**config.mk**
```make
export PLATFORM = sky130hd
export DESIGN_NAME = quadrature_lo_gen
export DESIGN_NICKNAME = d
export VERILOG_FILES = /design/src/rtl/quadrature_lo_pkg.sv /design/src/rtl/lo_prescaler.sv /design/src/rtl/quadrature_lo_gen.sv
export SDC_FILE = /design/constraint.sdc
export NUM_CORES = 1
export LEC_CHECK = 0
export CORE_MARGIN = 5
export CORE_UTILIZATION = 25
export DETAILED_ROUTE_END_ITERATION = 7
export PLACE_DENSITY = 0.49
export SYNTH_ARGS = -nofsm -noshare
export SYNTH_HDL_FRONTEND = slang
export SYNTH_HIERARCHICAL = 1
export SYNTH_SLANG_ARGS = --single-unit
```
**constraint.sdc**
```tcl
create_clock -name clk -period 3.5 [get_ports clk]
set_input_delay 0.7 -clock clk [delete_from_list [all_inputs] [get_ports clk]]
set_output_delay 0.7 -clock clk [all_outputs]
set_load 0.02 [all_outputs]
```
**src/rtl/quadrature_lo_pkg.sv**
```systemverilog
// Shared phase encoding and mode/sideband constants for the quadrature LO generator.
package quadrature_lo_pkg;

    typedef enum logic [1:0] {
        PH_0 = 2'd0,
        PH_1 = 2'd1,
        PH_2 = 2'd2,
        PH_3 = 2'd3
    } phase_t;

    localparam logic MODE_PULSE25  = 1'b0;
    localparam logic MODE_SQUARE50 = 1'b1;

    localparam logic SB_USB = 1'b0;
    localparam logic SB_LSB = 1'b1;

endpackage

```
**src/rtl/lo_prescaler.sv**
```systemverilog
// Divisor counter: emits a phase-advance tick every div_act clocks and latches the
// requested divisor only while idle or on the 3->0 phase wrap.
module lo_prescaler #(
    parameter int DIV_W = 8
) (
    input  logic             clk,
    input  logic             n_rst,
    input  logic             en,
    input  logic             run,
    input  logic             last_phase,
    input  logic [DIV_W-1:0] div,
    output logic             tick,
    output logic             load
);

    logic [DIV_W-1:0] cnt;
    logic [DIV_W-1:0] div_act;
    logic [DIV_W-1:0] div_eff;

    // A requested divisor of zero is treated as one so the LO never stalls.
    always_comb begin
        div_eff = (div == '0) ? DIV_W'(1) : div;
        tick    = run && (cnt == div_act - DIV_W'(1));
        load    = !en || (tick && last_phase);
    end

    always_ff @(posedge clk or negedge n_rst) begin
        if (!n_rst) begin
            cnt     <= '0;
            div_act <= DIV_W'(1);
        end else begin
            if (!en || !run || tick) begin
                cnt <= '0;
            end else begin
                cnt <= cnt + DIV_W'(1);
            end
            if (load) begin
                div_act <= div_eff;
            end
        end
    end

endmodule

```
**src/rtl/quadrature_lo_gen.sv**
```systemverilog
// Programmable quadrature LO: four phases of div_act clocks each, decoded to
// 25% one-hot or 50% square I/Q/Ib/Qb with glitch-free registered outputs.
module quadrature_lo_gen
    import quadrature_lo_pkg::*;
#(
    parameter int DIV_W = 8
) (
    input  logic             clk,
    input  logic             n_rst,
    input  logic             en,
    input  logic [DIV_W-1:0] div,
    input  logic             mode,
    input  logic             sb,
    output logic             out_i,
    output logic             out_q,
    output logic             out_ib,
    output logic             out_qb,
    output logic             sync
);

    phase_t phase;
    phase_t phase_nx;
    logic   run;
    logic   run_nx;
    logic   mode_act;
    logic   mode_nx;
    logic   sb_act;
    logic   sb_nx;
    logic   tick;
    logic   load;
    logic   i_nx;
    logic   q_nx;
    logic   ib_nx;
    logic   qb_nx;
    logic   sync_nx;

    lo_prescaler #(.DIV_W(DIV_W)) u_prescaler (
        .clk        (clk),
        .n_rst      (n_rst),
        .en         (en),
        .run        (run),
        .last_phase (phase == PH_3),
        .div        (div),
        .tick       (tick),
        .load       (load)
    );

    always_ff @(posedge clk or negedge n_rst) begin
        if (!n_rst) begin
            run      <= 1'b0;
            phase    <= PH_0;
            mode_act <= MODE_PULSE25;
            sb_act   <= SB_USB;
            out_i    <= 1'b0;
            out_q    <= 1'b0;
            out_ib   <= 1'b0;
            out_qb   <= 1'b0;
            sync     <= 1'b0;
        end else begin
            run      <= run_nx;
            phase    <= phase_nx;
            mode_act <= mode_nx;
            sb_act   <= sb_nx;
            out_i    <= i_nx;
            out_q    <= q_nx;
            out_ib   <= ib_nx;
            out_qb   <= qb_nx;
            sync     <= sync_nx;
        end
    end

    // Mode and sideband share the prescaler's load strobe so all settings switch together.
    always_comb begin
        run_nx   = en;
        phase_nx = phase;
        mode_nx  = mode_act;
        sb_nx    = sb_act;
        if (!en) begin
            phase_nx = PH_0;
        end else if (run && tick) begin
            phase_nx = phase_t'(phase + 2'd1);
        end
        if (load) begin
            mode_nx = mode;
            sb_nx   = sb;
        end
    end

    // Decode the next state so the registered outputs track the state with no extra latency.
    always_comb begin
        i_nx    = 1'b0;
        q_nx    = 1'b0;
        ib_nx   = 1'b0;
        qb_nx   = 1'b0;
        sync_nx = run_nx && (phase_nx == PH_0) && (!run || tick);
        if (run_nx) begin
            if (mode_nx == MODE_SQUARE50) begin
                i_nx  = (phase_nx == PH_0) || (phase_nx == PH_1);
                ib_nx = !i_nx;
                if (sb_nx == SB_USB) begin
                    q_nx = (phase_nx == PH_1) || (phase_nx == PH_2);
                end else begin
                    q_nx = (phase_nx == PH_3) || (phase_nx == PH_0);
                end
                qb_nx = !q_nx;
            end else begin
                i_nx  = (phase_nx == PH_0);
                ib_nx = (phase_nx == PH_2);
                q_nx  = (sb_nx == SB_USB) ? (phase_nx == PH_1) : (phase_nx == PH_3);
                qb_nx = (sb_nx == SB_USB) ? (phase_nx == PH_3) : (phase_nx == PH_1);
            end
        end
    end

endmodule

```
### After elaboration in Yosys (flattened, before gate mapping)

Index checks and enable logic that the tools add are counted.

| word-level totals | value |
|---|---|
| bits of input ports | 13 |
| output and inout bits | 5 |
| register bits after elaboration | 26 |
| word-level logic and storage cells | 56 |

| operators by class | value |
|---|---|
| reduce and logical (&&, ||, !) cells | 18 |
| equality and inequality tests | 5 |
| add/sub/neg operators | 3 |
| mux-type cells | 19 |

Operators with widths:

| cell | number |
|---|---|
| two-way mux 8 bit | 2 |
| two-way mux 1 bit | 15 |
| adder 8 x 1 -> 8 bit, second input constant | 1 |
| equality test 8 bit | 1 |
| logical NOT 8 bit | 1 |
| subtractor 8 x 1 -> 8 bit, second input constant | 1 |
| logical OR 1 bit | 7 |
| equality test 2 bit, second input constant | 3 |
| logical AND 1 bit | 5 |
| logical NOT 1 bit | 4 |
| two-way mux 2 bit | 2 |
| adder 2 x 1 -> 2 bit, second input constant | 1 |
| equality test 2 x 1 -> 1 bit, second input constant | 1 |
| logical NOT 2 bit | 1 |

### Longest topological paths before layout

Gate-level depths: netlist of run 1.

| logic depth | value |
|---|---|
| word-level depth | 14 |
| mapped depth | 13 |
| mapped depth without buffers | 13 |

### Cells and area by module

Netlist of run 1, hierarchy kept.

Modules (own cells, without submodules):

| module | area each (um^2) | instances | sequential area each (um^2) | cells each |
|---|---|---|---|---|
| lo_prescaler | 945.9 | 1 | 401.6 | 89 |
| quadrature_lo_gen | 524.3 | 1 | 250.2 | 44 |

### Least setup slack after synthesis of run 1

Ideal clock, no wire load.

| path | value |
|---|---|
| path kind | reg-to-reg |
| start point | register u_prescaler.div_act[0] |
| end point | register out_ib |
| period minus slack after synthesis | 2.734 ns |
| setup slack | 0.766 ns |
| data arrival time | 2.656 ns |
| cell stages (with the launch flop) | 14 |
| required time | 3.422 ns |
| library setup time | 0.078 ns |
| buffers on the path | 0 |
| cells stage by stage | dfstp_2 -> inv_1 -> ha_1 -> nor3b_1 -> xnor2_1 -> nor3_4 -> nand2_1 -> nor2_1 -> nand2_1 -> mux2i_1 -> nand2b_1 -> ha_1 -> or3_1 -> a21boi_1 |

| on the way | value |
|---|---|
| cells in the longest elaborated chain, start to end | 11 |
| elaborated cells between the ends (all ways) | 16 |
| classes of those cells | add/sub (1); eq/ne (3); mux (5); reduce/logical (7) |

RTL lines:

| element | line | text |
|---|---|---|
| from (decl) | lo_prescaler.sv:17 | `logic [DIV_W-1:0] div_act;` |
| from (signal assigned) | lo_prescaler.sv:38 | `div_act <= div_eff;` |
| subtractor 8 x 1 -> 8 bit * | lo_prescaler.sv:23 | `tick = run && (cnt == div_act - DIV_W'(1));` |
| equality test 8 bit * | lo_prescaler.sv:23 |  |
| logical AND 1 bit * | lo_prescaler.sv:23 |  |
| net tick | quadrature_lo_gen.sv:29 | `logic tick;` |
| logical AND 1 bit | quadrature_lo_gen.sv:80 | `end else if (run && tick) begin` |
| two-way mux 2 bit | quadrature_lo_gen.sv:80 |  |
| two-way mux 2 bit | quadrature_lo_gen.sv:78 | `if (!en) begin` |
| equality test 2 x 1 -> 1 bit / logical NOT 2 bit (equally long branches) | quadrature_lo_gen.sv:98 | `i_nx = (phase_nx == PH_0) \|\| (phase_nx == PH_1);` |
| logical OR 1 bit | quadrature_lo_gen.sv:98 |  |
| logical NOT 1 bit | quadrature_lo_gen.sv:99 | `ib_nx = !i_nx;` |
| two-way mux 1 bit * | quadrature_lo_gen.sv:97 | `if (mode_nx == MODE_SQUARE50) begin` |
| two-way mux 1 bit * | quadrature_lo_gen.sv:96 | `if (run_nx) begin` |
| net ib_nx | quadrature_lo_gen.sv:33 | `logic ib_nx;` |
| to (signal assigned) | quadrature_lo_gen.sv:66 | `out_ib <= ib_nx;` |
| to (decl) | quadrature_lo_gen.sv:16 | `output logic out_ib,` |

The timed path passes the listed nets; every way through them passes the cells marked *.
A chain may end at the register's enable or synchronous reset.

### Worst setup path after layout of run 1

Ends and elaborated chain as after synthesis.

==> metrics.txt, run 1 <==
status=finished, final reports clean; Starting Density=0.253; GRT Total Usage=0.0826; Fin. Hold Viols=0; Vias=989; RSZ-0062 raised after global routing=no; CTS max path bufs=2; nets=179; Post-synth EDFFs=0; CTS resizes=0; largest net degree at the start of global routing=27; initial antenna violation count=0; cts hold-fix bufs=0; Tcrit/Tclk final=0.868; clk root buf=clkbuf_8; Max-Cap Viols=0; drt drc=0; CP Capture Type=flop; share of layout cells above drive strength 1=0.141; Startpoint Class=flop; DR iter-0 viols=37; worst hold slack=0.508 ns; fin crit period=3.04 ns; Synth Warn #=6; final core occ=0.313; synthesis-to-layout area growth=23.8%; Crit Path Max Fanout=5; fmax=329 MHz; Placeable Area=5820 sq um; Placed Cells=227; post-synthesis cell count=133; Required @ worst endpoint=3.70 ns; fraction of registers with async set/reset=1.00; IR drop worst, VDD=159 uV; vias per cell=4.28; Final Total Pwr=698 uW; CTS tree=done; WP data arrival=3.24 ns; # fillers=620; number of cells in the finished layout apart from fillers=231; CTS Buf Count=3; # rows=28; count leader, synth=dfrtp_1; H-tree lvl count=1; Setup TNS=0 ns; Hold Crit Depth=1; vias in the first global route=1088; Routed Antenna Nets=0; CTS Sinks=26; commonest cells in the synthesized netlist=25 x dfrtp_1, 11 x xnor2_1, 10 x nand2_1, 10 x nor2_1; Worst-path clk slew=0.10 ns; Routed WL=2810 microns; Clk Latency, worst-skew pair=0.27 ns; Area contributors post-synth=dfrtp_1 43%, ha_1 7.7%, xnor2_1 6.6%, mux2_2 5.4%, xor2_1 5.4%; Detailed Place HPWL=2170 microns; syn_nets=155; clk_skew=0.00568 ns; Synth area leader=dfrtp_1; leakage=0.000784 uW; Distinct cells, synth=30; # IOs=18; post-synthesis sequential area ratio=0.443; die width=86.7 microns; Post-CTS Setup Repair Bufs=0; Hold WC Path Type=flop to flop; register bit total from synthesis=26; Setup CP Type=flop to flop; setup violators final=0; power density over the cells=383 nW/um^2; drt pass-1 iters=4; first-pass GRT wire length=5010 microns; Worst slew margin=0.736; worst r2r path cells=13; Vert. Die Dim=86.7 microns; Yosys top cell area share=0.426; grt ovf=0; Final Max Tran Viols=0; Most used DFF post-synth=dfrtp_1; # diodes=0; post-DR wirelength/cell=12.2 microns; Worst-Margin Slew=0.394 ns; total die area=7510 sq um; Port-buffer cells=17; Mapped Area=1470 sq um; syn avg cell area=11.1 sq um; gpl congestion=0.853
==> area by class of cell <==
| class | count | area [sq um] | share of cell area |
|---|---|---|---|
| Clock buffer | 3 | 41.3 | 0.0227 |
| Clock inverter | 1 | 30.0 | 0.0165 |
| Inverter | 9 | 33.8 | 0.0186 |
| Multi-Input combinational cell | 98 | 785 | 0.431 |
| Sequential cell | 26 | 652 | 0.358 |
| Tap cell | 75 | 93.8 | 0.0515 |
| Timing Repair Buffer | 19 | 185 | 0.102 |
==> worst paths after layout <==
path | from | end | slack [ns]
max in group asynchronous | n_rst | u_prescaler/div_act[0] | 2.39
setup reg to reg | u_prescaler/div_act[0] | out_ib | 0.46
setup / recovery | u_prescaler/div_act[0] | out_ib | 0.46
hold reg to reg | u_prescaler/cnt[0] | u_prescaler/cnt[0] | 0.51
hold / removal | u_prescaler/cnt[0] | u_prescaler/cnt[0] | 0.51
min in group asynchronous | n_rst | u_prescaler/cnt[1] | 0.80
==> per-stage QoR <==
stage	setup slack, ns	instance area [sq um]
after CTS	0.448	1820
after floorplan	0.766	1470
final	0.462	1820
after detailed placement	0.483	1750
after global routing	0.206	1820
after global placement	0.543	1750
==> registers in the layout, summed over array words and instances, names as in the netlist <==
| signal | cells |
|---|---|
| phase | 2 |
| mode_act | 1 |
| out_qb | 1 |
| out_i | 1 |
| u_prescaler/div_act | 8 |
| u_prescaler/cnt | 8 |
| out_q | 1 |
| sb_act | 1 |
| run | 1 |
| sync | 1 |
| out_ib | 1 |
==> power by group <==
group | leakage (uW) | switching [uW] | internal (uW) | total (uW)
logic | 0.000417 | 55.3 | 57.2 | 112
clock network | 0.0000357 | 98.1 | 153 | 251
registers | 0.000332 | 17.0 | 317 | 334
total | 0.000784 | 170 | 527 | 698
==> cells by family (layout without fill, tap and decap cells) <==
| logic type | after synthesis | after routing | share of synthesized area |
|---|---|---|---|
| buf+inv | 9 | 32 | 0.0230 |
| flops | 26 | 26 | 0.443 |
| mux | 13 | 13 | 0.103 |
| simple gates | 44 | 44 | 0.159 |
| xor+xnor | 21 | 21 | 0.130 |
| fa+ha+maj | 9 | 9 | 0.0766 |
| compound gates | 11 | 11 | 0.0647 |
==> placed cells by master, fill, tap and decap left out, drive strengths merged, types with 2 or more instances in the layout <==
master	netlist	final
dfrtp	25	25
clkdlybuf4s50	0	17
xnor2	12	12
nand2	10	10
nor2	10	10
inv	9	9
xor2	9	9
ha	9	9
mux2	7	7
nand3	6	6
mux2i	6	6
nor3	6	6
a21oi	5	5
nor2b	3	3
clkbuf	0	3
and3	3	3
nand2b	2	2
o22ai	2	2
buf	0	2
nor4	2	2
==> metal layers <==
layer / up-vias / routed length, microns / global-route usage
met5: - / 0 / 0
met4: 0 / 0 / 0
met3: 0 / 111 / 0.0276
met2: 14 / 1320 / 0.139
met1: 482 / 1380 / 0.110
li1: 493 / - / -
==> critical path, cell delays in order (launching register included) <==
cell	delay, ns
dfstp_2	0.59
inv_1	0.07
ha_1	0.31
xor2_1	0.14
nand3_1	0.10
nor3_2	0.31
nand2_1	0.09
nor2_1	0.13
nand2_1	0.11
mux2i_1	0.14
nand2b_1	0.19
ha_1	0.25
or3_1	0.38
a21boi_1	0.14
(Power assumes the default switching activity.)
==> run 2, diff against run 1 <==
- GPL_TIMING_DRIVEN: default -> 1
==> results of run 2 <==
No change in the layout: final DEF, timing and power equal those of run 1.
==> run 3, diff against run 2 <==
--- a/config.mk
+++ b/config.mk
@@ -7,2 +7,4 @@
 export LEC_CHECK = 0
+export CELL_PAD_IN_SITES_DETAIL_PLACEMENT = 1
+export CELL_PAD_IN_SITES_GLOBAL_PLACEMENT = 1
 export CORE_MARGIN = 5
@@ -11,3 +13,4 @@
 export GPL_TIMING_DRIVEN = 1
-export PLACE_DENSITY = 0.49
+export HOLD_SLACK_MARGIN = 0.02
+export PLACE_DENSITY = 0.57
 export SYNTH_ARGS = -nofsm -noshare
--- a/constraint.sdc
+++ b/constraint.sdc
@@ -3,2 +3,2 @@
 set_output_delay 0.7 -clock clk [all_outputs]
-set_load 0.02 [all_outputs]
+set_load 0.005 [all_outputs]
==> metrics.txt, run 3 (synthesis results as in run 1) <==
initial antenna violation count=0; clk root buf=clkbuf_8; largest net degree at the start of global routing=27; Worst Hold End=sync; FF-to-FF End=out_ib; clk_skew=0.00852 ns; post-DR wirelength/cell=13.6 microns; Placeable Area=5820 sq um; vias per cell=4.38; synthesis-to-layout area growth=23.2%; biggest regs=u_prescaler/cnt: 8 flops, u_prescaler/div_act: 8 flops, phase: 2 flops; reg-to-reg critical path startpoint=u_prescaler/div_act[0]; first-pass GRT wire length=5550 microns; CP Capture Type=flop; CTS tree=done; Fin. Hold Viols=0; Routed WL=3160 microns; Setup CP Type=flop to flop; IR drop worst, VDD=137 uV; Detailed Place HPWL=2450 microns; CTS resizes=0; Required @ worst endpoint=3.71 ns; final core occ=0.312; RSZ-0062 raised after global routing=no; power density over the cells=355 nW/um^2; Hold Crit Depth=1; H-tree lvl count=1; commonest cells after routing, fill and taps aside=25 x dfrtp_1, 17 x clkdlybuf4s50_1, 11 x xnor2_1; CTS max path bufs=2; setup ws final=0.497 ns; Final Max Tran Viols=0; vias in the first global route=1142; Port-buffer cells=17; fmax=333 MHz; CTS Sinks=26; Flop pwr share=0.520; pre-CTS worst setup slack=0.489 ns; Clock Power Share=0.306; Routed Antenna Nets=0; # diodes=0; Post-CTS Setup Repair Bufs=0; P_int=476 uW; setup violators final=0; # IOs=18; setup slack, reg-to-reg=0.50 ns; nets=180; die width=86.7 microns; GRT Total Usage=0.0945; DR iter-0 viols=29; Starting Density=0.253; Max-Cap Viols=0; worst r2r path cells=13; Vias=1017; fin crit period=3.00 ns; grt ovf=0; min-delay src=run; drt drc=0; Comb pwr share=0.174; Startpoint Class=flop; WP data arrival=3.21 ns; CTS Buf Count=3; switching share of power=0.260; Clk Latency, worst-skew pair=0.27 ns; gpl congestion=0.777; Hold WC Path Type=flop to flop; total die area=7510 sq um; Setup TNS=0 ns; Crit Path Max Fanout=5; leakage=0.000782 uW; Vert. Die Dim=86.7 microns; most common cell after layout, fill and taps aside=dfrtp_1; Worst-Margin Slew=0.368 ns; status=finished, final reports clean; Worst slew margin=0.754; # rows=28; drt pass-1 iters=4; NetSw=167 uW; share of layout cells above drive strength 1=0.146; cts hold-fix bufs=0; Tcrit/Tclk final=0.858; Worst-path clk slew=0.09 ns
## run 3: metal layers
metal,global-route usage,vias up,wire length [microns]
met2,0.172,18,1620
met4,0.0170,0,12
met1,0.108,503,1380
li1,-,494,-
met3,0.0304,2,145
met5,0,-,0
## run 3: layout make-up
cell class	count	area (sq um)
Clock buffer	4	55.1
Fill cell	678	4000
Inverter	9	33.8
Multi-Input combinational cell	98	785
Sequential cell	26	652
Tap cell	75	93.8
Timing Repair Buffer	20	193
## run 3: critical path, cell delays in order, from the launching register on
cell and delay [ns]:
dfstp_2 0.58, inv_1 0.07, ha_1 0.23, xnor2_1 0.21, xnor2_1 0.10, nor3_2 0.34, nand2_1 0.09, nor2_1 0.13
nand2_1 0.11, mux2i_1 0.14, nand2b_1 0.20, ha_1 0.23, or3_1 0.37, a21boi_1 0.14
## run 3: power groups by stage
| stage | combinational (uW) | sequential [uW] | clock [uW] |
|---|---|---|---|
| after floorplan | 69.5 | 336 | 0 |
| after global placement | 111 | 340 | 0 |
| after global routing | 124 | 338 | 225 |
| final | 112 | 335 | 196 |
| after detailed placement | 113 | 341 | 0 |
| after CTS | 115 | 335 | 212 |
## run 3: per-stage QoR
| step | total power (uW) | instances | hold WS, ns | cell area, sq um |
|---|---|---|---|---|
| floorplan | 406 | 133 | 0.404 | 1470 |
| CTS | 661 | 232 | 0.526 | 1810 |
| detailed placement | 454 | 228 | 0.510 | 1760 |
| global placement | 452 | 228 | 0.516 | 1760 |
| finish | 643 | 232 | 0.514 | 1810 |
| global route | 687 | 232 | 0.540 | 1810 |
## run 3: how the worst max path moves through the flow
stage	startpoint	end	slack, ns	cells past startpoint
6_report	u_prescaler/div_act[0]	out_ib	0.50	13
3_5_place_dp	u_prescaler/div_act[0]	out_ib	0.49	13
4_1_cts	u_prescaler/div_act[0]	out_ib	0.47	13
3_3_place_gp	u_prescaler/div_act[0]	out_ib	0.57	13
5_1_grt	u_prescaler/div_act[0]	out_ib	0.17	13
2_1_floorplan	u_prescaler/div_act[0]	out_ib	0.77	13
